$ cat src/rtl/sram_rr_arbiter_if.sv
// Bundle of client request/ack lines and SRAM controller strobes for sram_rr_arbiter.
// master = arbiter side, slave = clients plus controller side.
interface sram_rr_arbiter_if #(
   parameter int unsigned ALEN = 16
);
   logic            req0;
   logic            we0;
   logic [ALEN-1:0] addr0;
   logic [7:0]      wdata0;
   logic            ack0;
   logic [7:0]      rdata0;
   logic            err0;

   logic            req1;
   logic            we1;
   logic [ALEN-1:0] addr1;
   logic [7:0]      wdata1;
   logic            ack1;
   logic [7:0]      rdata1;
   logic            err1;

   logic [ALEN-1:0] mem_addr;
   logic            mem_write;
   logic            mem_ena;
   logic [7:0]      mem_wr_data;
   logic            mem_busy;
   logic [7:0]      mem_rd_data;

   modport master (
      input  req0, we0, addr0, wdata0,
      output ack0, rdata0, err0,
      input  req1, we1, addr1, wdata1,
      output ack1, rdata1, err1,
      output mem_addr, mem_write, mem_ena, mem_wr_data,
      input  mem_busy, mem_rd_data
   );

   modport slave (
      output req0, we0, addr0, wdata0,
      input  ack0, rdata0, err0,
      output req1, we1, addr1, wdata1,
      input  ack1, rdata1, err1,
      input  mem_addr, mem_write, mem_ena, mem_wr_data,
      output mem_busy, mem_rd_data
   );
endinterface

$ cat src/rtl/sram_rr_arbiter.sv
// Two-port round-robin arbiter in front of the async-SRAM byte controller.
// Define SRAM_ARB_TIMEOUT_EN to abort ops whose controller never goes busy (flags err).
module sram_rr_arbiter #(
   parameter int unsigned ALEN = 16
`ifdef SRAM_ARB_TIMEOUT_EN
   ,
   parameter int unsigned TIMEOUT = 15
`endif
) (
   input logic              clk,
   input logic              rst,
   sram_rr_arbiter_if.master bus
);

   typedef enum logic [1:0] {StIdle, StIssue, StWait, StDone} state_e;

   state_e          state_q, state_d;
   logic            sel_q, sel_d;
   logic            last_q, last_d;
   logic [ALEN-1:0] mem_addr_q, mem_addr_d;
   logic            mem_write_q, mem_write_d;
   logic            mem_ena_q, mem_ena_d;
   logic [7:0]      mem_wr_data_q, mem_wr_data_d;
   logic            ack0_q, ack0_d, ack1_q, ack1_d;
   logic            err0_q, err0_d, err1_q, err1_d;
   logic [7:0]      rdata0_q, rdata0_d, rdata1_q, rdata1_d;

   logic grant;
   logic grant_sel;
   logic timeout;

   // A controller still finishing an op (e.g. one started before rst) blocks new grants.
   assign grant = (bus.req0 | bus.req1) & ~bus.mem_busy;

   always_comb begin
      grant_sel = 1'b0;
      case ({bus.req1, bus.req0})
         2'b01:   grant_sel = 1'b0;
         2'b10:   grant_sel = 1'b1;
         2'b11:   grant_sel = ~last_q;
         default: grant_sel = 1'b0;
      endcase
   end

`ifdef SRAM_ARB_TIMEOUT_EN
   localparam int unsigned CntW = (TIMEOUT < 2) ? 1 : $clog2(TIMEOUT + 1);

   logic [CntW-1:0] cnt_q, cnt_d;

   // Zero outside ISSUE, so it is already clear on entry.
   assign cnt_d   = (state_q == StIssue) ? cnt_q + CntW'(1) : '0;
   // Fires on the ISSUE cycle whose increment brings the count to TIMEOUT.
   assign timeout = (cnt_q == CntW'(TIMEOUT - 1)) & ~bus.mem_busy;

   always_ff @(posedge clk) begin
      if (rst) begin
         cnt_q <= '0;
      end else begin
         cnt_q <= cnt_d;
      end
   end
`else
   assign timeout = 1'b0;
`endif

   always_ff @(posedge clk) begin
      if (rst) begin
         state_q <= StIdle;
      end else begin
         state_q <= state_d;
      end
   end

   always_comb begin
      state_d = state_q;
      case (state_q)
         StIdle: begin
            if (grant) state_d = StIssue;
         end
         StIssue: begin
            if (bus.mem_busy) begin
               state_d = StWait;
            end else if (timeout) begin
               state_d = StDone;
            end
         end
         StWait: begin
            if (!bus.mem_busy) state_d = StDone;
         end
         StDone:  state_d = StIdle;
         default: state_d = StIdle;
      endcase
   end

   always_comb begin
      sel_d         = sel_q;
      last_d        = last_q;
      mem_addr_d    = mem_addr_q;
      mem_write_d   = mem_write_q;
      mem_ena_d     = mem_ena_q;
      mem_wr_data_d = mem_wr_data_q;
      ack0_d        = 1'b0;
      ack1_d        = 1'b0;
      err0_d        = 1'b0;
      err1_d        = 1'b0;
      rdata0_d      = rdata0_q;
      rdata1_d      = rdata1_q;
      case (state_q)
         StIdle: begin
            if (grant) begin
               sel_d         = grant_sel;
               mem_addr_d    = grant_sel ? bus.addr1 : bus.addr0;
               mem_write_d   = grant_sel ? bus.we1 : bus.we0;
               mem_wr_data_d = grant_sel ? bus.wdata1 : bus.wdata0;
               mem_ena_d     = 1'b1;
            end
         end
         StIssue: begin
            if (bus.mem_busy) begin
               mem_ena_d = 1'b0;
            end else if (timeout) begin
               mem_ena_d = 1'b0;
               ack0_d    = ~sel_q;
               ack1_d    = sel_q;
               err0_d    = ~sel_q;
               err1_d    = sel_q;
            end
         end
         StWait: begin
            if (!bus.mem_busy) begin
               ack0_d = ~sel_q;
               ack1_d = sel_q;
               if (!mem_write_q) begin
                  if (sel_q) begin
                     rdata1_d = bus.mem_rd_data;
                  end else begin
                     rdata0_d = bus.mem_rd_data;
                  end
               end
            end
         end
         StDone: begin
            last_d = sel_q;
         end
         default: ;
      endcase
   end

   always_ff @(posedge clk) begin
      if (rst) begin
         sel_q         <= 1'b0;
         last_q        <= 1'b1;
         mem_addr_q    <= '0;
         mem_write_q   <= 1'b0;
         mem_ena_q     <= 1'b0;
         mem_wr_data_q <= '0;
         ack0_q        <= 1'b0;
         ack1_q        <= 1'b0;
         err0_q        <= 1'b0;
         err1_q        <= 1'b0;
         rdata0_q      <= '0;
         rdata1_q      <= '0;
      end else begin
         sel_q         <= sel_d;
         last_q        <= last_d;
         mem_addr_q    <= mem_addr_d;
         mem_write_q   <= mem_write_d;
         mem_ena_q     <= mem_ena_d;
         mem_wr_data_q <= mem_wr_data_d;
         ack0_q        <= ack0_d;
         ack1_q        <= ack1_d;
         err0_q        <= err0_d;
         err1_q        <= err1_d;
         rdata0_q      <= rdata0_d;
         rdata1_q      <= rdata1_d;
      end
   end

   assign bus.mem_addr    = mem_addr_q;
   assign bus.mem_write   = mem_write_q;
   assign bus.mem_ena     = mem_ena_q;
   assign bus.mem_wr_data = mem_wr_data_q;
   assign bus.ack0        = ack0_q;
   assign bus.ack1        = ack1_q;
   assign bus.err0        = err0_q;
   assign bus.err1        = err1_q;
   assign bus.rdata0      = rdata0_q;
   assign bus.rdata1      = rdata1_q;

endmodule
$ cat src/flat_wrapper.sv
// flat-port wrapper written by rule: the top's interface ports become plain ports
module sram_rr_arbiter_flat 
#(
   parameter int unsigned ALEN = 16

)
  (clk, rst, bus_req0, bus_we0, bus_addr0, bus_wdata0, bus_ack0, bus_rdata0, bus_err0, bus_req1, bus_we1, bus_addr1, bus_wdata1, bus_ack1, bus_rdata1, bus_err1, bus_mem_addr, bus_mem_write, bus_mem_ena, bus_mem_wr_data, bus_mem_busy, bus_mem_rd_data);
  sram_rr_arbiter_if #(.ALEN(ALEN)) bus_i ();
  input logic clk;
  input logic rst;
  input wire logic [$bits(bus_i.req0)-1:0] bus_req0;
  input wire logic [$bits(bus_i.we0)-1:0] bus_we0;
  input wire logic [$bits(bus_i.addr0)-1:0] bus_addr0;
  input wire logic [$bits(bus_i.wdata0)-1:0] bus_wdata0;
  output wire logic [$bits(bus_i.ack0)-1:0] bus_ack0;
  output wire logic [$bits(bus_i.rdata0)-1:0] bus_rdata0;
  output wire logic [$bits(bus_i.err0)-1:0] bus_err0;
  input wire logic [$bits(bus_i.req1)-1:0] bus_req1;
  input wire logic [$bits(bus_i.we1)-1:0] bus_we1;
  input wire logic [$bits(bus_i.addr1)-1:0] bus_addr1;
  input wire logic [$bits(bus_i.wdata1)-1:0] bus_wdata1;
  output wire logic [$bits(bus_i.ack1)-1:0] bus_ack1;
  output wire logic [$bits(bus_i.rdata1)-1:0] bus_rdata1;
  output wire logic [$bits(bus_i.err1)-1:0] bus_err1;
  output wire logic [$bits(bus_i.mem_addr)-1:0] bus_mem_addr;
  output wire logic [$bits(bus_i.mem_write)-1:0] bus_mem_write;
  output wire logic [$bits(bus_i.mem_ena)-1:0] bus_mem_ena;
  output wire logic [$bits(bus_i.mem_wr_data)-1:0] bus_mem_wr_data;
  input wire logic [$bits(bus_i.mem_busy)-1:0] bus_mem_busy;
  input wire logic [$bits(bus_i.mem_rd_data)-1:0] bus_mem_rd_data;
  assign bus_i.req0 = bus_req0;
  assign bus_i.we0 = bus_we0;
  assign bus_i.addr0 = bus_addr0;
  assign bus_i.wdata0 = bus_wdata0;
  assign bus_ack0 = bus_i.ack0;
  assign bus_rdata0 = bus_i.rdata0;
  assign bus_err0 = bus_i.err0;
  assign bus_i.req1 = bus_req1;
  assign bus_i.we1 = bus_we1;
  assign bus_i.addr1 = bus_addr1;
  assign bus_i.wdata1 = bus_wdata1;
  assign bus_ack1 = bus_i.ack1;
  assign bus_rdata1 = bus_i.rdata1;
  assign bus_err1 = bus_i.err1;
  assign bus_mem_addr = bus_i.mem_addr;
  assign bus_mem_write = bus_i.mem_write;
  assign bus_mem_ena = bus_i.mem_ena;
  assign bus_mem_wr_data = bus_i.mem_wr_data;
  assign bus_i.mem_busy = bus_mem_busy;
  assign bus_i.mem_rd_data = bus_mem_rd_data;
  sram_rr_arbiter #(.ALEN(ALEN)) u_core (.clk(clk), .rst(rst), .bus(bus_i));
endmodule
$ cat config.mk
export PLATFORM = sky130hd
export DESIGN_NAME = sram_rr_arbiter_flat
export DESIGN_NICKNAME = d
export VERILOG_FILES = /design/src/rtl/sram_rr_arbiter_if.sv /design/src/rtl/sram_rr_arbiter.sv /design/src/flat_wrapper.sv
export SDC_FILE = /design/constraint.sdc
export NUM_CORES = 1
export LEC_CHECK = 0
export CORE_MARGIN = 2
export CORE_UTILIZATION = 65
export CTS_BUF_LIST = sky130_fd_sc_hd__clkbuf_4 sky130_fd_sc_hd__clkbuf_8
export CTS_CLUSTER_SIZE = 12
export DETAILED_ROUTE_END_ITERATION = 16
export DONT_BUFFER_PORTS = 1
export PLACE_DENSITY = 0.89
export SYNTH_ARGS = -nofsm -noshare
export SYNTH_HDL_FRONTEND = slang
export SYNTH_SLANG_ARGS = --single-unit
$ cat constraint.sdc
create_clock -name clk -period 2 [get_ports clk]
set_input_delay 0.3 -clock clk [delete_from_list [all_inputs] [get_ports clk]]
set_output_delay 0.3 -clock clk [all_outputs]
set_load 0.01 [all_outputs]
==> results.json <==
{
  "outcome": "complete, no violations",
  "critPathLaunchType": "flip-flop",
  "routed_wl_mm": 4.822,
  "final_period_minus_worst_setup_slack_ns": 1.614,
  "timing_limited_maximum_frequency_mhz": 619.7,
  "drtIter0Drc": 120,
  "worst-endpoint-required_ns": 2.26,
  "design.die.area_um2": 4030,
  "route.detailed.vias_per_inst": 6.077,
  "power.share.clock_pct": 16.1,
  "grt_start_max_net_pins": 45,
  "grt_pass1_wl_mm": 7.590,
  "vdd_ir_drop_max_mv": 0.6900,
  "place.port_buffers": 0,
  "core-area_um2": 3363,
  "cp-startpoint": "u_core.state_q[0]",
  "postSynth.topFlopCell": "sky130_fd_sc_hd__dfxtp_1",
  "synthTopCellsByCount": "sky130_fd_sc_hd__nand2_1, sky130_fd_sc_hd__dfxtp_1, sky130_fd_sc_hd__a21oi_1",
  "path_clk_slew_ns": 0.13,
  "synth_top_area_share_pct": 41.78,
  "post_synth_xor_area_fraction_pct": 0,
  "endpoint": "u_core.bus.rdata1[6]",
  "detailedRoute.firstPassIterationCount": 4,
  "seq_total_area_yosys_pct": 41.78,
  "worst-path-max-fanout": 8,
  "static-leakage-power_nw": 0.7973,
  "drt-wirelength-per-cell_um": 16.92,
  "clkSinkCount": 48,
  "detailed_place_hpwl_mm": 3.423,
  "synth-compound-area-share_pct": 27.31,
  "synthTopCellsByArea": "sky130_fd_sc_hd__dfxtp_1, sky130_fd_sc_hd__a311oi_2, sky130_fd_sc_hd__nand2_1",
  "setup.worst_path.end_class": "flip-flop",
  "synthSimpleGateAreaFrac_pct": 16.43,
  "cts_buffers": 5,
  "share_of_synthesized_flip_flops_with_an_asynchronous_set_or_reset_pct": 0,
  "power.net_switching_mw": 1.067,
  "hold_path_class": "in -> reg",
  "clock_tree.htree_level_count": 2,
  "grt_pass1_vias": 1659,
  "synth_top_area_cell": "sky130_fd_sc_hd__dfxtp_1",
  "insertion_delay_ns": 0.36,
  "std_cell_rows": 21,
  "whs_path_depth": 1,
  "yosys.area_share.adder_pct": 2.176,
  "finalNetCount": 305,
  "max-cap-violations": 0,
  "clock-root-buffer": "sky130_fd_sc_hd__clkbuf_4",
  "internal_power_mw": 1.659,
  "arrival_ns": 1.87,
  "seq_power_share_pct": 49.5,
  "diodes": 0,
  "r2r.worst_path.cells": 6,
  "hold_violations": 0,
  "fin_tns_setup_ns": 0,
  "flow.area_growth_from_synthesis_pct": 0.7616,
  "post-route-period-util_pct": 80.69,
  "io_pins": 109,
  "final_report_setup_violation_count": 0,
  "worst_slew_pin_slew_ns": 0.6419,
  "critPathKind": "reg -> reg",
  "floorplan.initialDensity_pct": 68.38,
  "chipHeight_um": 63.48,
  "worst_clock_skew_ns": 0.008360,
  "rrSetupSlack_ns": 0.39,
  "netSwitchingFraction_pct": 39.13,
  "number_of_flip_flops_and_latches_in_the_synthesized_netlist": 48,
  "reg2reg_to": "u_core.bus.rdata1[6]",
  "grt-ovfl-total": 0,
  "place_congestion": 0.7176,
  "die_w_um": 63.48,
  "synthCells": 247,
  "cts_tree": "yes",
  "synth.distinct_cells": 31,
  "power_density_nw_per_um2": 1176,
  "muxShareOfSynthArea_pct": 3.917,
  "layout-drive-gt1-share_pct": 17.57,
  "synth-edff-count": 0,
  "setup_repair_after_global_routing_missed_its_margin": "no",
  "r2r-start": "u_core.state_q[0]",
  "cts_max_path_buffers": 2,
  "antenna_left": 0,
  "final_count_of_pins_violating_max_slew": 0,
  "dr_total_vias": 1732,
  "setup_ws_ns": 0.3863,
  "combinational_family_with_the_most_area_after_synthesis": "compound AO/OA/AOI/OAI gates",
  "antenna_found_initial": 0,
  "slew_headroom_pct": 57.10,
  "ys.warnings.count": 0,
  "most_used_standard_cell_by_instance_count_after_synthesis": "sky130_fd_sc_hd__nand2_1",
  "preCtsSetupSlack_ns": 0.3793,
  "drcViolationCount": 0,
  "grt_usage_pct": 24.06,
  "synthesis.area_per_instance_um2": 9.311,
  "netlist_area_before_placement_um2": 2300,
  "p_comb_share_pct": 34.4
}
critical path: stages (launching register included):
cell and delay (ns):
sky130_fd_sc_hd__dfxtp_1 0.36, sky130_fd_sc_hd__inv_1 0.08, sky130_fd_sc_hd__ha_1 0.25, sky130_fd_sc_hd__nor4bb_2 0.32, sky130_fd_sc_hd__buf_4 0.24, sky130_fd_sc_hd__mux2i_1 0.20
sky130_fd_sc_hd__nor2_1 0.06
kinds of logic after synthesis:
family,count (synthesis)
AND/OR/NAND/NOR,87
multiplexers,9
flip-flops,48
AO/OA/AOI/OAI,70
buffers and inverters,28
adder cells (fa/ha/maj),4
other,1
through the flow:
stage / power [mW] / utilization, % / cells / hold slack (ns) / instance area [um^2]
4_1_cts: 2.746 / 68.90 / 285 / 0.01257 / 2317
5_1_grt: 2.904 / 68.90 / 285 / 0.0009835 / 2317
2_1_floorplan: 2.180 / - / 248 / 0.4360 / 2303
3_5_place_dp: 2.288 / 66.33 / 275 / 0.3757 / 2231
6_report: 2.726 / 68.90 / 285 / 0.02919 / 2317
3_3_place_gp: 2.253 / 66.33 / 275 / 0.3743 / 2231
layout by cell type, fill, tap and decap left out, types with 4 or more instances in the layout:
cell type | Yosys | final
sky130_fd_sc_hd__mux2i_1 | 9 | 9
sky130_fd_sc_hd__nor2_1 | 9 | 9
sky130_fd_sc_hd__ha_1 | 4 | 4
sky130_fd_sc_hd__dfxtp_1 | 48 | 48
sky130_fd_sc_hd__nand2_1 | 67 | 67
sky130_fd_sc_hd__a311oi_1 | 5 | 5
sky130_fd_sc_hd__inv_1 | 4 | 4
sky130_fd_sc_hd__a21oi_1 | 36 | 36
sky130_fd_sc_hd__buf_4 | 6 | 5
sky130_fd_sc_hd__clkbuf_4 | 0 | 5
sky130_fd_sc_hd__a311oi_2 | 21 | 21
how the worst min path moves through the flow:
stage / from / end / slack [ns]
after floorplan: bus_mem_rd_data[0] / u_core.bus.rdata0[0] / 0.44
after global placement: rst / u_core.bus.mem_addr[13] / 0.37
after detailed placement: rst / u_core.bus.mem_addr[5] / 0.38
after CTS: rst / u_core.last_q / 0.01
after global routing: rst / u_core.last_q / 0.001
final: rst / u_core.last_q / 0.03
repair_timing:
| item | CTS | global route |
|---|---|---|
| setup buffers | 0 | 0 |
| gates resized for setup | 0 | 0 |
| endpoints found under the hold margin | 44 | 0 |
| hold buffers | 2 | 0 |
sequential cells by signal, indices dropped and copies added, names as in the netlist, 2 cells and up:
signal and cells:
u_core.bus.rdata0 8, u_core.bus.rdata1 8, u_core.bus.mem_addr 16, u_core.state_q 2
u_core.bus.mem_wr_data 8
metal layers:
layer,part of all wire [%],track usage [%]
met4,1.3,9.239
met3,8.9,8.750
met1,39,25.00
met2,51,43.68
met5,0,0
final cells by class:
cell class / instances / area [um^2]
clock inverters: 3 / 18.77
clock buffers: 5 / 37.54
multi-input cells: 172 / 1160
flip-flops and latches: 48 / 960.9
repair buffers: 7 / 67.56
inverters: 4 / 15.01
well taps: 46 / 57.56
fillers: 298 / 1046
power groups by stage:
stage / clock network, mW / logic, mW / registers, mW
6_report: 0.439 / 0.938 / 1.35
5_1_grt: 0.503 / 1.03 / 1.37
4_1_cts: 0.454 / 0.941 / 1.35
3_5_place_dp: 0 / 0.916 / 1.37
3_3_place_gp: 0 / 0.888 / 1.37
2_1_floorplan: 0 / 0.857 / 1.32
Power figures use the tool's default switching activity.
